--- config.mk ---
export PLATFORM = sky130hd
export DESIGN_NAME = div_ctrl_flat
export DESIGN_NICKNAME = d
export VERILOG_FILES = /design/src/rtl/div_pkg.sv /design/src/rtl/div_ctrl_if.sv /design/src/rtl/div_iter_step.sv /design/src/rtl/div_ctrl.sv /design/src/flat_wrapper.sv
export SDC_FILE = /design/constraint.sdc
export NUM_CORES = 1
export LEC_CHECK = 0
export ABC_CLOCK_PERIOD_IN_PS = 8800
export CAP_MARGIN = 20
export CORE_MARGIN = 10
export CORE_UTILIZATION = 25
export CTS_BUF_LIST = sky130_fd_sc_hd__clkbuf_16
export DETAILED_ROUTE_END_ITERATION = 10
export RECOVER_POWER = 50
export SLEW_MARGIN = 5
export SYNTH_ARGS = -nofsm -noshare
export SYNTH_HDL_FRONTEND = slang
export SYNTH_HIERARCHICAL = 1
export SYNTH_SLANG_ARGS = --single-unit
export TNS_END_PERCENT = 1
--- constraint.sdc ---
create_clock -name clk -period 8.8 [get_ports clk]
set_input_delay 0.88 -clock clk [delete_from_list [all_inputs] [get_ports clk]]
set_output_delay 0.88 -clock clk [all_outputs]
set_load 0.005 [all_outputs]
--- src/rtl/div_pkg.sv ---
// Shared types, constants and helpers for the iterative integer divider.
package div_pkg;

  typedef enum logic [1:0] {
    DIV_IDLE,
    DIV_ITER,
    DIV_FIX,
    DIV_DONE
  } div_state_e;

  localparam int unsigned DIV_STEPS = 32;
  localparam int unsigned TIMER_W   = 6;

  // Two's-complement magnitude; 0x80000000 maps to itself and is read as unsigned.
  function automatic logic [31:0] abs32(input logic [31:0] v, input logic neg);
    return neg ? (~v + 32'd1) : v;
  endfunction

endpackage

--- src/rtl/div_ctrl_if.sv ---
// Request/response bundle between the EX stage and the divider.
interface div_ctrl_if;

  logic        div_start;
  logic        div_signed;
  logic [31:0] dividend;
  logic [31:0] divisor;
  logic        div_cancel;
  logic        busy;
  logic        done;
  logic [31:0] quotient;
  logic [31:0] remainder;

  modport master (
    output div_start, div_signed, dividend, divisor, div_cancel,
    input  busy, done, quotient, remainder
  );

  modport slave (
    input  div_start, div_signed, dividend, divisor, div_cancel,
    output busy, done, quotient, remainder
  );

endinterface

--- src/rtl/div_iter_step.sv ---
// One combinational restoring-division step on a 64-bit shifting minuend.
module div_iter_step (
  input  logic [63:0] minuend,
  input  logic [31:0] dvs,
  input  logic [31:0] q_iter,
  output logic [63:0] minuend_next,
  output logic [31:0] q_next
);

  logic [32:0] diff;

  // Bit 32 of the difference acts as the borrow: set means the trial subtract failed.
  assign diff         = minuend[63:31] - {1'b0, dvs};
  assign q_next       = {q_iter[30:0], ~diff[32]};
  assign minuend_next = diff[32] ? {minuend[62:0], 1'b0}
                                 : {diff[31:0], minuend[30:0], 1'b0};

endmodule

--- src/rtl/div_ctrl.sv ---
// Sequential divider controller: operand capture, 32 restoring steps, sign fix-up.
module div_ctrl
  import div_pkg::*;
(
  input  logic       clk,
  input  logic       resetn,
  div_ctrl_if.slave  bus
);

  localparam logic [TIMER_W-1:0] LastStep = TIMER_W'(DIV_STEPS - 1);

  div_state_e         state_q, state_d;
  logic [TIMER_W-1:0] timer_q;
  logic [63:0]        minuend_q, minuend_step;
  logic [31:0]        q_iter_q, q_iter_step;
  logic [31:0]        dvs_q;
  logic               neg_a_q, neg_b_q;
  logic [31:0]        quotient_q, remainder_q;
  logic               accept;

  // A new request is only taken when no operation is running and no flush is pending.
  assign accept = bus.div_start && !bus.div_cancel &&
                  (state_q == DIV_IDLE || state_q == DIV_DONE);

  div_iter_step u_step (
    .minuend      (minuend_q),
    .dvs          (dvs_q),
    .q_iter       (q_iter_q),
    .minuend_next (minuend_step),
    .q_next       (q_iter_step)
  );

  // State register.
  always_ff @(posedge clk or negedge resetn) begin
    if (!resetn) state_q <= DIV_IDLE;
    else         state_q <= state_d;
  end

  // Next-state logic; cancel overrides everything.
  always_comb begin
    state_d = state_q;
    unique case (state_q)
      DIV_IDLE: if (accept) state_d = DIV_ITER;
      DIV_ITER: if (timer_q == LastStep) state_d = DIV_FIX;
      DIV_FIX:  state_d = DIV_DONE;
      DIV_DONE: state_d = accept ? DIV_ITER : DIV_IDLE;
      default:  state_d = DIV_IDLE;
    endcase
    if (bus.div_cancel) state_d = DIV_IDLE;
  end

  // Datapath: operand capture, iteration and sign fix-up.
  always_ff @(posedge clk or negedge resetn) begin
    if (!resetn) begin
      timer_q     <= '0;
      minuend_q   <= '0;
      q_iter_q    <= '0;
      dvs_q       <= '0;
      neg_a_q     <= 1'b0;
      neg_b_q     <= 1'b0;
      quotient_q  <= '0;
      remainder_q <= '0;
    end else if (accept) begin
      neg_a_q   <= bus.div_signed & bus.dividend[31];
      neg_b_q   <= bus.div_signed & bus.divisor[31];
      minuend_q <= {32'b0, abs32(bus.dividend, bus.div_signed & bus.dividend[31])};
      dvs_q     <= abs32(bus.divisor, bus.div_signed & bus.divisor[31]);
      q_iter_q  <= '0;
      timer_q   <= '0;
    end else if (!bus.div_cancel) begin
      if (state_q == DIV_ITER) begin
        minuend_q <= minuend_step;
        q_iter_q  <= q_iter_step;
        timer_q   <= timer_q + 1'b1;
      end else if (state_q == DIV_FIX) begin
        quotient_q  <= abs32(q_iter_q, neg_a_q ^ neg_b_q);
        remainder_q <= abs32(minuend_q[63:32], neg_a_q);
      end
    end
  end

  assign bus.busy      = (state_q == DIV_ITER) || (state_q == DIV_FIX);
  assign bus.done      = (state_q == DIV_DONE);
  assign bus.quotient  = quotient_q;
  assign bus.remainder = remainder_q;

endmodule

--- src/flat_wrapper.sv ---
// flat-port wrapper written by rule: the top's interface ports become plain ports
module div_ctrl_flat import div_pkg::*;
  (clk, resetn, bus_div_start, bus_div_signed, bus_dividend, bus_divisor, bus_div_cancel, bus_busy, bus_done, bus_quotient, bus_remainder);
  div_ctrl_if bus_i ();
  input  logic clk;
  input  logic resetn;
  input wire logic [$bits(bus_i.div_start)-1:0] bus_div_start;
  input wire logic [$bits(bus_i.div_signed)-1:0] bus_div_signed;
  input wire logic [$bits(bus_i.dividend)-1:0] bus_dividend;
  input wire logic [$bits(bus_i.divisor)-1:0] bus_divisor;
  input wire logic [$bits(bus_i.div_cancel)-1:0] bus_div_cancel;
  output wire logic [$bits(bus_i.busy)-1:0] bus_busy;
  output wire logic [$bits(bus_i.done)-1:0] bus_done;
  output wire logic [$bits(bus_i.quotient)-1:0] bus_quotient;
  output wire logic [$bits(bus_i.remainder)-1:0] bus_remainder;
  assign bus_i.div_start = bus_div_start;
  assign bus_i.div_signed = bus_div_signed;
  assign bus_i.dividend = bus_dividend;
  assign bus_i.divisor = bus_divisor;
  assign bus_i.div_cancel = bus_div_cancel;
  assign bus_busy = bus_i.busy;
  assign bus_done = bus_i.done;
  assign bus_quotient = bus_i.quotient;
  assign bus_remainder = bus_i.remainder;
  div_ctrl u_core (.clk(clk), .resetn(resetn), .bus(bus_i));
endmodule
# [Word-level counts from Yosys, hierarchy flattened]
# Cells that the tools add are included.
# W data, S select, Z words.
[op_classes] muxes=19 n_reduce_logical=10 bitwise=11 eq_ne=7 addsub=6 n_div=0 shifts=0 n_lt_le_gt_ge=0 multipliers=0
[op_table] op="$mux W64" count=4
[op_table] op="$mux W32" count=7
[op_table] op="$add A32 B1 Y32 const B" count=4
[op_table] op="$not A32 Y32" count=4
[op_table] op="$sub A33 B32 Y33" count=1
[op_table] op="$mux W6" count=3
[op_table] op="$pmux W2 S4" count=1
[op_table] op="$add A6 B1 Y6 const B" count=1
[op_table] op="$eq A6 B5 Y1 const B" count=1
[op_table] op="$mux W2" count=3
[op_table] op="$ne A3 B2 Y1 const B" count=2
[op_table] op="$eq A2 B2 Y1 const B" count=2
[op_table] op="$not A1 Y1" count=4
[op_table] op="$reduce_and A2 Y1" count=2
[op_table] op="$reduce_and A4 Y1" count=1
[op_table] op="$and A1 B1 Y1" count=2
[op_table] op="$eq A2 B1 Y1 const B" count=1
[op_table] op="$logic_and A1 B1 Y1" count=2
[op_table] op="$logic_not A2 Y1" count=1
[op_table] op="$logic_or A1 B1 Y1" count=2
[op_table] op="$ne A2 B1 Y1 const B" count=1
[op_table] op="$reduce_bool A2 Y1" count=1
[op_table] op="$logic_not A1 Y1" count=1
[op_table] op="$mux W1" count=1
[op_table] op="$xor A1 B1 Y1" count=1
[totals] output_inout_bits=66 latchBits=0 in_bits=69 mem_count=0 register_bits=202 rom_bits=0 ramBits=0

# [Longest topological paths before layout]
# Gate-level depths: netlist of the first run.
[depth] depth_word=6 mapped_depth=17

# [Cells and area by module]
# Netlist of the first run, hierarchy kept.
[by_module_without_submodules] mod="div_ctrl" cells_per_inst=1238 area_each_um2=10856.7 seq_area_each_um2=5054.8 instances=1
[by_module_without_submodules] mod="div_iter_step" cells_per_inst=373 area_each_um2=2793.9 seq_area_each_um2=0.0 instances=1

# [Least setup slack after synthesis of the first run]
# No wires, ideal clock.
[synth_timing] path_type="register to register" startpoint="register u_core.minuend_q[31]" endpoint="register u_core.minuend_q[59]" arrival_time_ns=3.167 stages_incl_launch_ff=18 n_path_buf=2 slack_ns=5.501 path_cell_list="dfrtp_1 -> inv_1 -> ha_1 -> fa_1 -> and2b_1 -> o2111ai_2 -> a21oi_2 -> o211ai_2 -> a211oi_4 -> nor2_4 -> mux2i_4 -> and2_4 -> buf_12 -> inv_8 -> buf_12 -> mux2_4 -> nand3_1 -> o21ai_0"
[synth_between] elab_chain_cells=5
[synth_rtl] item="start: declaration" line="div_ctrl.sv:14" text="logic [63:0] minuend_q, minuend_step;"
[synth_rtl] item="start signal: assignment" line="div_ctrl.sv:66" text="minuend_q <= {32'b0, abs32(bus.dividend, bus.div_signed & bus.dividend[31])};"
[synth_rtl] item="start signal: assignment" line="div_ctrl.sv:72" text="minuend_q <= minuend_step;"
[synth_rtl] item="$sub A33 B32 Y33" line="div_iter_step.sv:13" text="assign diff = minuend[63:31] - {1'b0, dvs};"
[synth_rtl] item="$mux W64" line="div_iter_step.sv:15" text="assign minuend_next = diff[32] ? {minuend[62:0], 1'b0}"
[synth_rtl] item="net u_core.minuend_step[59]" line="div_ctrl.sv:14"
[synth_rtl] item="$mux W64" line="div_ctrl.sv:71" text="if (state_q == DIV_ITER) begin"
[synth_rtl] item="$mux W64" line="div_ctrl.sv:70" text="end else if (!bus.div_cancel) begin"
[synth_rtl] item="$mux W64" line="div_ctrl.sv:63" text="end else if (accept) begin"
# The timed path passes the listed nets, and every way through them passes these cells. The select of a mux whose other input is x is not followed.
# A chain may end at the register's enable or synchronous reset.

# [Worst setup path in the final report of the first run]
[layout_timing] startpoint="input port bus_div_cancel" endpoint="register u_core.minuend_q[19]"
[layout_between] elab_chain_cells=5
[layout_rtl] item="start: declaration" line="flat_wrapper.sv:11" text="input wire logic [$bits(bus_i.div_cancel)-1:0] bus_div_cancel;"
[layout_rtl] item="$logic_not A1 Y1"
[layout_rtl] item="$logic_and A1 B1 Y1 (2 in series)" line="div_ctrl.sv:22" text="assign accept = bus.div_start && !bus.div_cancel &&"
[layout_rtl] item="$ne A2 B1 Y1 (no source line) or $reduce_bool A2 Y1 (tied branches)"
[layout_rtl] item="$reduce_and A2 Y1 (no source line)"
# Several ways; a longest one is shown, not always the timed one.

==> impl_metrics.env, run 1 <==
export IMPL_place_hpwl_microns=28500
export IMPL_layout_nets=1746
export IMPL_synth_main_ff_cell="dfrtp_1"
export IMPL_slew_viol_final=121
export IMPL_num_rows=85
export IMPL_gp_congestion=0.860
export IMPL_arrival_ns=4.83
export IMPL_ys_warnings_count=6
export IMPL_tightest_slew_ns=2.96
export IMPL_period_share_pct=51.2
export IMPL_die_y_microns=254
export IMPL_hold_viol_final=0
export IMPL_htree_num_levels=1
export IMPL_power_density_nw_per_um2=370
export IMPL_num_vias=11500
export IMPL_place_area_sq_um=15100
export IMPL_hold_path_endpoint="u_core/bus.remainder[15]"
export IMPL_synth_seq_cells=202
export IMPL_coreArea_sq_um=53900
export IMPL_ys_seq_area_share_pct=37.0
export IMPL_cts_tree="done"
export IMPL_ff2ff_setup_slack_ns=4.49
export IMPL_leakagePower_uw=0.00696
export IMPL_crit_type="in -> reg"
export IMPL_port_buffers=134
export IMPL_setup_viol=0
export IMPL_violations="capacitance limit, slew limit"
export IMPL_cts_clk_slew_worst_paths_ns=0.06
export IMPL_hold_start="u_core/bus.remainder[15]"
export IMPL_drtIter0Drc=705
export IMPL_drive_above_1_share_pct=5.88
export IMPL_critPathMaxFanout=108
export IMPL_r2r_end="u_core/minuend_q[19]"
export IMPL_cts_sinks=202
export IMPL_io_pins=135
export IMPL_async_flop_share_pct=100
export IMPL_fin_crit_ns=4.51
export IMPL_synth_area_per_cell_sq_um=8.47
export IMPL_cts_root_buf="clkbuf_16"
export IMPL_grt_use_total_pct=11.7
export IMPL_hold_slack_ns=0.476
export IMPL_dr_pass1_iters=6
export IMPL_antenna_found_initial=4
export IMPL_power_uw=5880
export IMPL_status="complete, but fails checks"
export IMPL_synth_distinct_cells=88
export IMPL_synth_edf_count=0
export IMPL_max_freq_mhz=222
export IMPL_viasPerCell=4.91
export IMPL_grt_max_degree=109
export IMPL_grt_pass1_vias=11500
export IMPL_cts_resized_gates=0
export IMPL_grt_pass1_wl_microns=62300
export IMPL_ant_nets=0
export IMPL_synth_nets=1723
export IMPL_slew_headroom_pct=-97.2
export IMPL_cts_made_buffers=24
export IMPL_ir_worst_vdd_uv=197
export IMPL_reg2regPathDepth=7
export IMPL_routed_wl_microns=38600
export IMPL_overflow=0
export IMPL_cts_hold_buf=0
export IMPL_setup_ws_ns=4.29
export IMPL_clk_latency_ns=0.54
export IMPL_hold_class="reg -> reg"
export IMPL_whs_path_depth=2
export IMPL_worstReg2RegStart="u_core/state_q[1]"
export IMPL_area_growth_pct=16.3
export IMPL_worst_ep_required_time_ns=9.12
export IMPL_die_width_microns=254
export IMPL_tns_ns=0
export IMPL_initial_core_util_pct=25.3
export IMPL_rsz0062_at_grt="false"
export IMPL_synthCells=1611
export IMPL_drv_cap=2
export IMPL_pre_cts_slack_ns=4.78
export IMPL_die_area_sq_um=64300
export IMPL_wire_per_inst_microns=16.4
export IMPL_fin_skew_ns=0.0174
export IMPL_nFillCells=5564
export IMPL_syn_area_sq_um=13700
export IMPL_cp_start_kind="input port"
export IMPL_clk_path_buf_depth=3
export IMPL_route_detailed_drc=0
export IMPL_stdcell_area_sq_um=15900
export IMPL_post_cts_buffers=0
export IMPL_worstSetupEndpointType="flop"
==> flip-flops by register name (all words and copies together), names as in the netlist <==
signal,count
u_core/minuend_q,64
u_core/neg_a_q,1
u_core/neg_b_q,1
u_core/q_iter_q,32
u_core/bus.quotient,32
u_core/state_q,2
u_core/timer_q,6
u_core/bus.remainder,32
u_core/dvs_q,32
==> layout make-up <==
type | count | area, sq um | share of cell area (%)
clock inverters | 18 | 113 | 0.709
clock buffers | 25 | 626 | 3.94
well taps | 696 | 871 | 5.49
diodes | 2 | 5.00 | 0.0315
inverters | 60 | 233 | 1.47
flip-flops and latches | 202 | 5050 | 31.8
multi-input cells | 1199 | 7500 | 47.2
repair buffers | 147 | 1480 | 9.30
==> Yosys cell counts (6+ instances only) <==
library cell | count | area share (%)
and3_1 | 18 | 0.82
nor3_1 | 30 | 1.1
o21a_1 | 6 | 0.33
nand2b_1 | 7 | 0.32
nand2_1 | 274 | 7.5
a22oi_1 | 7 | 0.38
o211ai_1 | 13 | 0.71
clkbuf_1 | 68 | 1.9
mux2_4 | 19 | 2.1
a31oi_1 | 22 | 1.0
nor2_1 | 60 | 1.6
a21oi_1 | 58 | 2.1
o21ai_1 | 6 | 0.22
o21ai_0 | 152 | 5.6
buf_4 | 64 | 3.5
or3_1 | 22 | 1.0
dfrtp_1 | 202 | 37
o41ai_1 | 15 | 0.96
xor2_1 | 80 | 5.1
o31ai_1 | 28 | 1.5
a21o_1 | 15 | 0.82
inv_1 | 58 | 1.6
nor4_1 | 29 | 1.3
xnor2_1 | 53 | 3.4
mux2i_1 | 9 | 0.66
or4_1 | 12 | 0.66
nand3_1 | 102 | 3.7
ha_1 | 42 | 3.8
nand4_1 | 20 | 0.92
==> where the power goes <==
group	switching [uW]	internal [uW]
clock network	399	541
registers	342	1280
logic	1830	1490
total	2570	3310
==> critical path: stages <==
cell and delay (ns):
dlygate4sd3_1 0.72, or3b_1 1.61, buf_4 0.96, nor2_1 0.20
a222oi_1 0.28, o21ai_0 0.13
==> how the worst max path moves through the flow <==
stage                                    start                   end  cells after the start
after detailed placement        bus_div_cancel  u_core/minuend_q[29]                      6
after global routing            bus_div_cancel  u_core/minuend_q[19]                      6
after global placement          bus_div_cancel  u_core/minuend_q[29]                      6
final                           bus_div_cancel  u_core/minuend_q[19]                      6
after CTS                 u_core/minuend_q[31]  u_core/minuend_q[59]                     15
after floorplan           u_core/minuend_q[31]  u_core/minuend_q[59]                     17
==> through the flow <==
stage	util, %	std cells
after floorplan	-	1611
after global placement	28.0	2300
after detailed placement	28.0	2300
after CTS	29.3	2343
after global routing	29.4	2347
final	29.4	2349
==> cell usage in the layout (no fill, tap or decap), types with 5 or more instances in the layout <==
| cell | count |
|---|---|
| a211oi_1 | 5 |
| a21o_1 | 15 |
| a21oi_1 | 57 |
| a22oi_1 | 7 |
| a31oi_1 | 22 |
| and2_1 | 5 |
| and3_1 | 18 |
| buf_4 | 8 |
| clkbuf_16 | 25 |
| clkdlybuf4s50_1 | 102 |
| clkinv_1 | 7 |
| dfrtp_1 | 202 |
| dlygate4sd3_1 | 31 |
| ha_1 | 42 |
| inv_1 | 63 |
| mux2_4 | 19 |
| mux2i_1 | 9 |
| nand2_1 | 274 |
| nand2b_1 | 7 |
| nand3_1 | 102 |
| nand4_1 | 20 |
| nor2_1 | 60 |
| nor2b_1 | 5 |
| nor3_1 | 30 |
| nor4_1 | 29 |
| o211ai_1 | 13 |
| o21a_1 | 6 |
| o21ai_0 | 151 |
| o21ai_1 | 6 |
| o31ai_1 | 28 |
| o41ai_1 | 15 |
| or2_2 | 5 |
| or3_1 | 22 |
| or4_1 | 12 |
| xnor2_1 | 53 |
| xor2_1 | 80 |
==> logic make-up (layout without fill, tap and decap cells) <==
| group | Yosys count | in the layout | synth area share (%) |
|---|---|---|---|
| AOI/OAI and AO/OA | 371 | 371 | 17.1 |
| muxes | 33 | 33 | 3.24 |
| xor gates and xnor gates | 133 | 133 | 8.53 |
| DFF | 202 | 202 | 37.0 |
| buffers and inverters | 210 | 250 | 8.28 |
| and+or+nand+nor | 618 | 618 | 21.8 |
| other | 1 | 3 | 0.0275 |
| adders and majority gates | 43 | 43 | 4.00 |
==> metal layers <==
metal	GRT usage, %	routed length, microns	vias up
met5	0	50	-
met4	3.18	699	8
met3	3.09	2630	55
met2	18.7	17300	283
met1	15.3	17900	5483
li1	-	-	5709
Power figures use the tool's default switching activity.
==> run 2, diff against run 1 <==
Settings changed: ABC_CLOCK_PERIOD_IN_PS 8800 to 4460.
Clock period 8.8 ns to 4.46 ns, I/O delays scaled along.
==> impl_metrics.env, run 2 (synthesis gave the netlist of run 1 again) <==
export IMPL_largest_reg_flops=64
export IMPL_switching_share_pct=43.7
export IMPL_tightest_slew_ns=2.28
export IMPL_critPathMaxFanout=24
export IMPL_grt_pass1_wl_microns=62800
export IMPL_violations="capacitance limit, slew limit"
export IMPL_multi_input_area_sq_um=7500
export IMPL_area_growth_pct=16.7
export IMPL_die_width_microns=254
export IMPL_whs_path_depth=2
export IMPL_cts_root_buf="clkbuf_16"
export IMPL_rsz0062_at_grt="false"
export IMPL_slew_viol_final=90
export IMPL_ant_nets=0
export IMPL_htree_num_levels=1
export IMPL_period_share_pct=80.4
export IMPL_cts_made_buffers=23
export IMPL_routed_wl_microns=38900
export IMPL_route_detailed_drc=0
export IMPL_cts_tree="done"
export IMPL_pwr_share_clk_pct=17.0
export IMPL_fin_skew_ns=0.0103
export IMPL_hold_viol_final=0
export IMPL_power_switching_uw=5160
export IMPL_register_area_sq_um=5050
export IMPL_grt_pass1_vias=11400
export IMPL_viasPerCell=4.90
export IMPL_final_cell_mix="nand2_1 (274), dfrtp_1 (202), o21ai_0 (151), nand3_1 (102), clkdlybuf4s50_1 (100)"
export IMPL_p_seq_share_pct=27.0
export IMPL_drtIter0Drc=755
export IMPL_clk_path_buf_depth=3
export IMPL_grt_use_total_pct=11.9
export IMPL_grt_max_degree=102
export IMPL_final_common_cell="nand2_1"
export IMPL_die_area_sq_um=64300
export IMPL_drv_cap=1
export IMPL_slew_headroom_pct=-52.0
export IMPL_power_density_nw_per_um2=740
export IMPL_layout_nets=1749
export IMPL_io_pins=135
export IMPL_cp_start_kind="flop"
export IMPL_largest_register="u_core/minuend_q"
export IMPL_wire_per_inst_microns=16.6
export IMPL_power_uw=11800
export IMPL_overflow=0
export IMPL_antenna_found_initial=0
export IMPL_cts_sinks=202
export IMPL_p_int_uw=6630
export IMPL_worst_ep_required_time_ns=4.86
export IMPL_gp_congestion=0.853
export IMPL_num_vias=11500
export IMPL_p_comb_share_pct=56.0
export IMPL_port_buffers=134
export IMPL_worstSetupEndpointType="flop"
export IMPL_num_rows=85
export IMPL_cts_hold_buf=1
export IMPL_max_freq_mhz=279
export IMPL_post_cts_buffers=0
export IMPL_hold_class="reg -> reg"
export IMPL_ir_worst_vdd_uv=313
export IMPL_status="complete, but fails checks"
export IMPL_initial_core_util_pct=25.3
export IMPL_arrival_ns=3.99
export IMPL_leakagePower_uw=0.00699
export IMPL_die_y_microns=254
export IMPL_cts_resized_gates=0
export IMPL_setup_viol=0
export IMPL_place_hpwl_microns=29500
export IMPL_ff2ff_setup_slack_ns=0.87
export IMPL_tns_ns=0
export IMPL_crit_type="reg -> reg"
export IMPL_dr_pass1_iters=5
export IMPL_cts_clk_slew_worst_paths_ns=0.06
export IMPL_coreArea_sq_um=53900
export IMPL_n_antenna_cell=0
export IMPL_drive_above_1_share_pct=6.53
export IMPL_reg2regPathDepth=15
export IMPL_nFillCells=5595
export IMPL_fin_crit_ns=3.59
export IMPL_clk_latency_ns=0.54
## run 2: cell count changes in the layout (fill, tap and decap cells not counted), moves of 3 or more
cell and change:
buf_4 +5, bufinv_16 +3, dlygate4sd3_1 +3, inv_1 -3
## run 2: critical path, cell delays in order, from the launching register on
cell and delay [ns]:
dfrtp_1 0.38, inv_1 0.06, ha_1 0.22, fa_1 0.41, and2b_1 0.26, o2111ai_2 0.13
a21oi_2 0.24, o211ai_2 0.16, a211oi_4 0.30, nor2_4 0.09, mux2i_4 0.32, and2_4 0.31
inv_8 0.12, mux2_4 0.31, nand3_1 0.06, o21ai_0 0.07
## run 2: power by group through the flow
stage / sequential, uW / clock, uW / combinational [uW]
finish: 3190 / 2000 / 6600
global route: 3310 / 2130 / 7350
CTS: 3200 / 2080 / 6690
detailed placement: 3230 / 0 / 6660
global placement: 3190 / 0 / 6600
floorplan: 3030 / 0 / 5200
## run 2: final cells by class
type	count	area share (%)
sequential	202	31.7
inverter	60	1.46
tap	696	5.47
timing repair buffer	151	9.27
clock buffer	23	3.61
clock inverter	19	1.33
multi-input combinational	1199	47.1
## run 2: path summary, 6_finish.rpt
kind,from,endpoint
max,u_core/minuend_q[31],u_core/minuend_q[59]
min,u_core/bus.remainder[14],u_core/bus.remainder[14]
max reg2reg,u_core/minuend_q[31],u_core/minuend_q[59]
min reg2reg,u_core/bus.remainder[14],u_core/bus.remainder[14]
max in group asynchronous,resetn,u_core/bus.remainder[25]
min in group asynchronous,resetn,u_core/bus.remainder[16]
## run 2: stage by stage
step                      hold slack (ns)  setup WS (ns)  instance area [sq um]  util, %  std cells
after detailed placement            0.471          0.910                  15200     28.1       2307
after global placement              0.459           1.03                  15200     28.1       2307
after floorplan                     0.150           1.16                  13700        -       1611
after CTS                           0.486          0.877                  15900     29.6       2350
final                               0.475          0.872                  15900     29.5       2350
after global routing                0.505          0.360                  15900     29.5       2350
## run 2: routing by layer
metal / GRT usage, % / vias up / share of wire (%) / routed length (microns)
met3: 2.64 / 44 / 6.1 / 2360
met2: 18.8 / 249 / 45 / 17600
met4: 3.52 / 0 / 1.9 / 741
li1: - / 5716 / - / -
met1: 15.8 / 5499 / 47 / 18200
met5: 0 / - / 0 / 0
==> run 3, diff against run 2 <==
Settings changed: ABC_CLOCK_PERIOD_IN_PS 4460 to 3300.
Clock period 4.46 ns to 3.3 ns, I/O delays scaled along.
==> impl_metrics.env, run 3 (synthesis gave the netlist of run 1 again) <==
export IMPL_coreArea_sq_um=53900
export IMPL_fin_skew_ns=0.0229
export IMPL_grt_pass1_vias=11600
export IMPL_critPathMaxFanout=12
export IMPL_use_met3_pct=2.63
export IMPL_n_antenna_cell=0
export IMPL_crit_type="reg -> reg"
export IMPL_worstSetupEndpointType="flop"
export IMPL_die_width_microns=254
export IMPL_cts_made_buffers=24
export IMPL_drive_above_1_share_pct=10.0
export IMPL_reg2regPathDepth=15
export IMPL_max_stage_delay_ns=0.35
export IMPL_leakagePower_uw=0.00723
export IMPL_dr_pass1_iters=5
export IMPL_drv_cap=1
export IMPL_hold_class="in -> reg"
export IMPL_arrival_ns=3.61
export IMPL_initial_core_util_pct=25.3
export IMPL_htree_num_levels=1
export IMPL_largest_reg_flops=64
export IMPL_grt_use_met2_pct=19.9
export IMPL_layout_nets=1803
export IMPL_hold_slack_ns=0.428
export IMPL_die_y_microns=254
export IMPL_route_detailed_drc=0
export IMPL_drtIter0Drc=792
export IMPL_status="complete, but fails checks"
export IMPL_place_hpwl_microns=30000
export IMPL_area_growth_pct=20.1
export IMPL_tightest_slew_ns=2.48
export IMPL_worst_ep_required_time_ns=3.72
export IMPL_largest_register="u_core/minuend_q"
export IMPL_wire_per_inst_microns=16.7
export IMPL_violations="capacitance limit, slew limit"
export IMPL_crit_slowest_cell="fa_2"
export IMPL_routed_wl_microns=40100
export IMPL_viasPerCell=4.88
export IMPL_grt_busiest_layer="met2"
export IMPL_final_common_cell="nand2_1"
export IMPL_die_area_sq_um=64300
export IMPL_num_rows=85
export IMPL_antenna_found_initial=0
export IMPL_cts_tree="done"
export IMPL_cts_clk_slew_worst_paths_ns=0.06
export IMPL_cts_sinks=202
export IMPL_grt_pass1_wl_microns=64200
export IMPL_period_share_pct=96.5
export IMPL_overflow=0
export IMPL_io_pins=135
export IMPL_ant_nets=0
export IMPL_stdcell_count=2404
export IMPL_cp_start_kind="flop"
export IMPL_port_buffers=134
export IMPL_power_density_nw_per_um2=1010
export IMPL_grtUsageMet1_pct=16.0
export IMPL_cts_root_buf="clkbuf_16"
export IMPL_ff2ff_setup_slack_ns=0.12
export IMPL_cp_startpoint="u_core/minuend_q[31]"
export IMPL_fin_crit_ns=3.18
export IMPL_slew_headroom_pct=-65.2
export IMPL_num_vias=11700
export IMPL_r2r_end="u_core/minuend_q[40]"
export IMPL_whs_path_depth=3
export IMPL_worstPathCellList="inv_1, ha_2, fa_2, and2b_1, o2111ai_2, a21oi_2, o211ai_2, a211oi_4, nor2_4, mux2i_4, and2_4, inv_8, mux2_4, nand3_1, nand2_1"
export IMPL_grt_max_degree=93
export IMPL_clk_path_buf_depth=3
export IMPL_gp_congestion=0.864
export IMPL_setup_viol=0
export IMPL_ir_worst_vdd_uv=535
export IMPL_rsz0062_at_grt="true"
export IMPL_clk_latency_ns=0.55
export IMPL_worstSetupEndpoint="u_core/minuend_q[40]"
export IMPL_placedCellCount=2358
export IMPL_final_cell_mix="nand2_1 (273), dfrtp_1 (202), o21ai_0 (148), clkdlybuf4s50_1 (113), nand3_1 (101)"
export IMPL_worstReg2RegStart="u_core/minuend_q[31]"
export IMPL_slew_viol_final=45
export IMPL_max_freq_mhz=314
export IMPL_grt_use_total_pct=12.1
export IMPL_hold_viol_final=0
-- run 3: stage by stage --
| stage | worst slack [ns] | total power, uW | instance area [sq um] | utilization (%) | TNS [ns] |
|---|---|---|---|---|---|
| 2_1_floorplan | 0.000991 | 11100 | 13700 | - | 0 |
| 3_3_place_gp | 0.0565 | 13700 | 15600 | 28.9 | 0 |
| 3_5_place_dp | -0.00777 | 13900 | 15600 | 28.9 | -0.00835 |
| 4_1_cts | 0.0133 | 16600 | 16300 | 30.3 | 0 |
| 5_1_grt | -0.0689 | 18000 | 16400 | 30.4 | -1.31 |
| 6_report | 0.116 | 16600 | 16400 | 30.4 | 0 |
-- run 3: where the power goes --
group	switching, uW	total (uW)	internal [uW]
Sequential	701	4120	3420
Combinational	5450	9910	4460
Clock	1110	2590	1490
-- run 3: final cells by class --
cell class,instances,area [sq um]
fillers,5576,37500
clock inverters,19,165
multi-input cells,1199,7540
clock buffers,24,601
flip-flops and latches,202,5050
inverters,60,238
repair buffers,203,1910
repair inverters,1,11.3
well taps,696,871
-- run 3: timing repair --
action                     in CTS  in global routing
cloned                          0                  1
setup endpoints to repair       5                 30
hold buffers                    1                  0
hold endpoints to repair       44                  0
pin swaps                       1                  6
resized for setup               1                 16
buffers inserted                0                  1
-- run 3: critical path: cells and delay by family, from the launching register on --
family | cells | cell delay, ns
AO/OA/AOI/OAI | 4 | 0.85
AND/OR/NAND/NOR | 5 | 0.63
multiplexers | 2 | 0.51
adder cells (fa/ha/maj) | 2 | 0.54
flip-flops | 1 | 0.34
buffers and inverters | 2 | 0.19
-- run 3: worst min-delay path by stage --
stage | slack [ns] | from | endpoint
global placement | 0.31 | resetn | u_core/bus.remainder[17]
detailed placement | 0.31 | resetn | u_core/bus.remainder[17]
floorplan | 0.03 | resetn | u_core/bus.quotient[0]
global route | 0.44 | bus_divisor[31] | u_core/dvs_q[31]
finish | 0.43 | bus_dividend[31] | u_core/minuend_q[31]
CTS | 0.32 | resetn | u_core/bus.remainder[16]
-- run 3: layer usage --
metal / share of wire [%] / routed length [microns] / up-vias
met4: 1.5 / 601 / 0
met5: 0 / 0 / -
li1: - / - / 5810
met3: 5.8 / 2350 / 41
met1: 47 / 18800 / 5633
met2: 46 / 18300 / 248
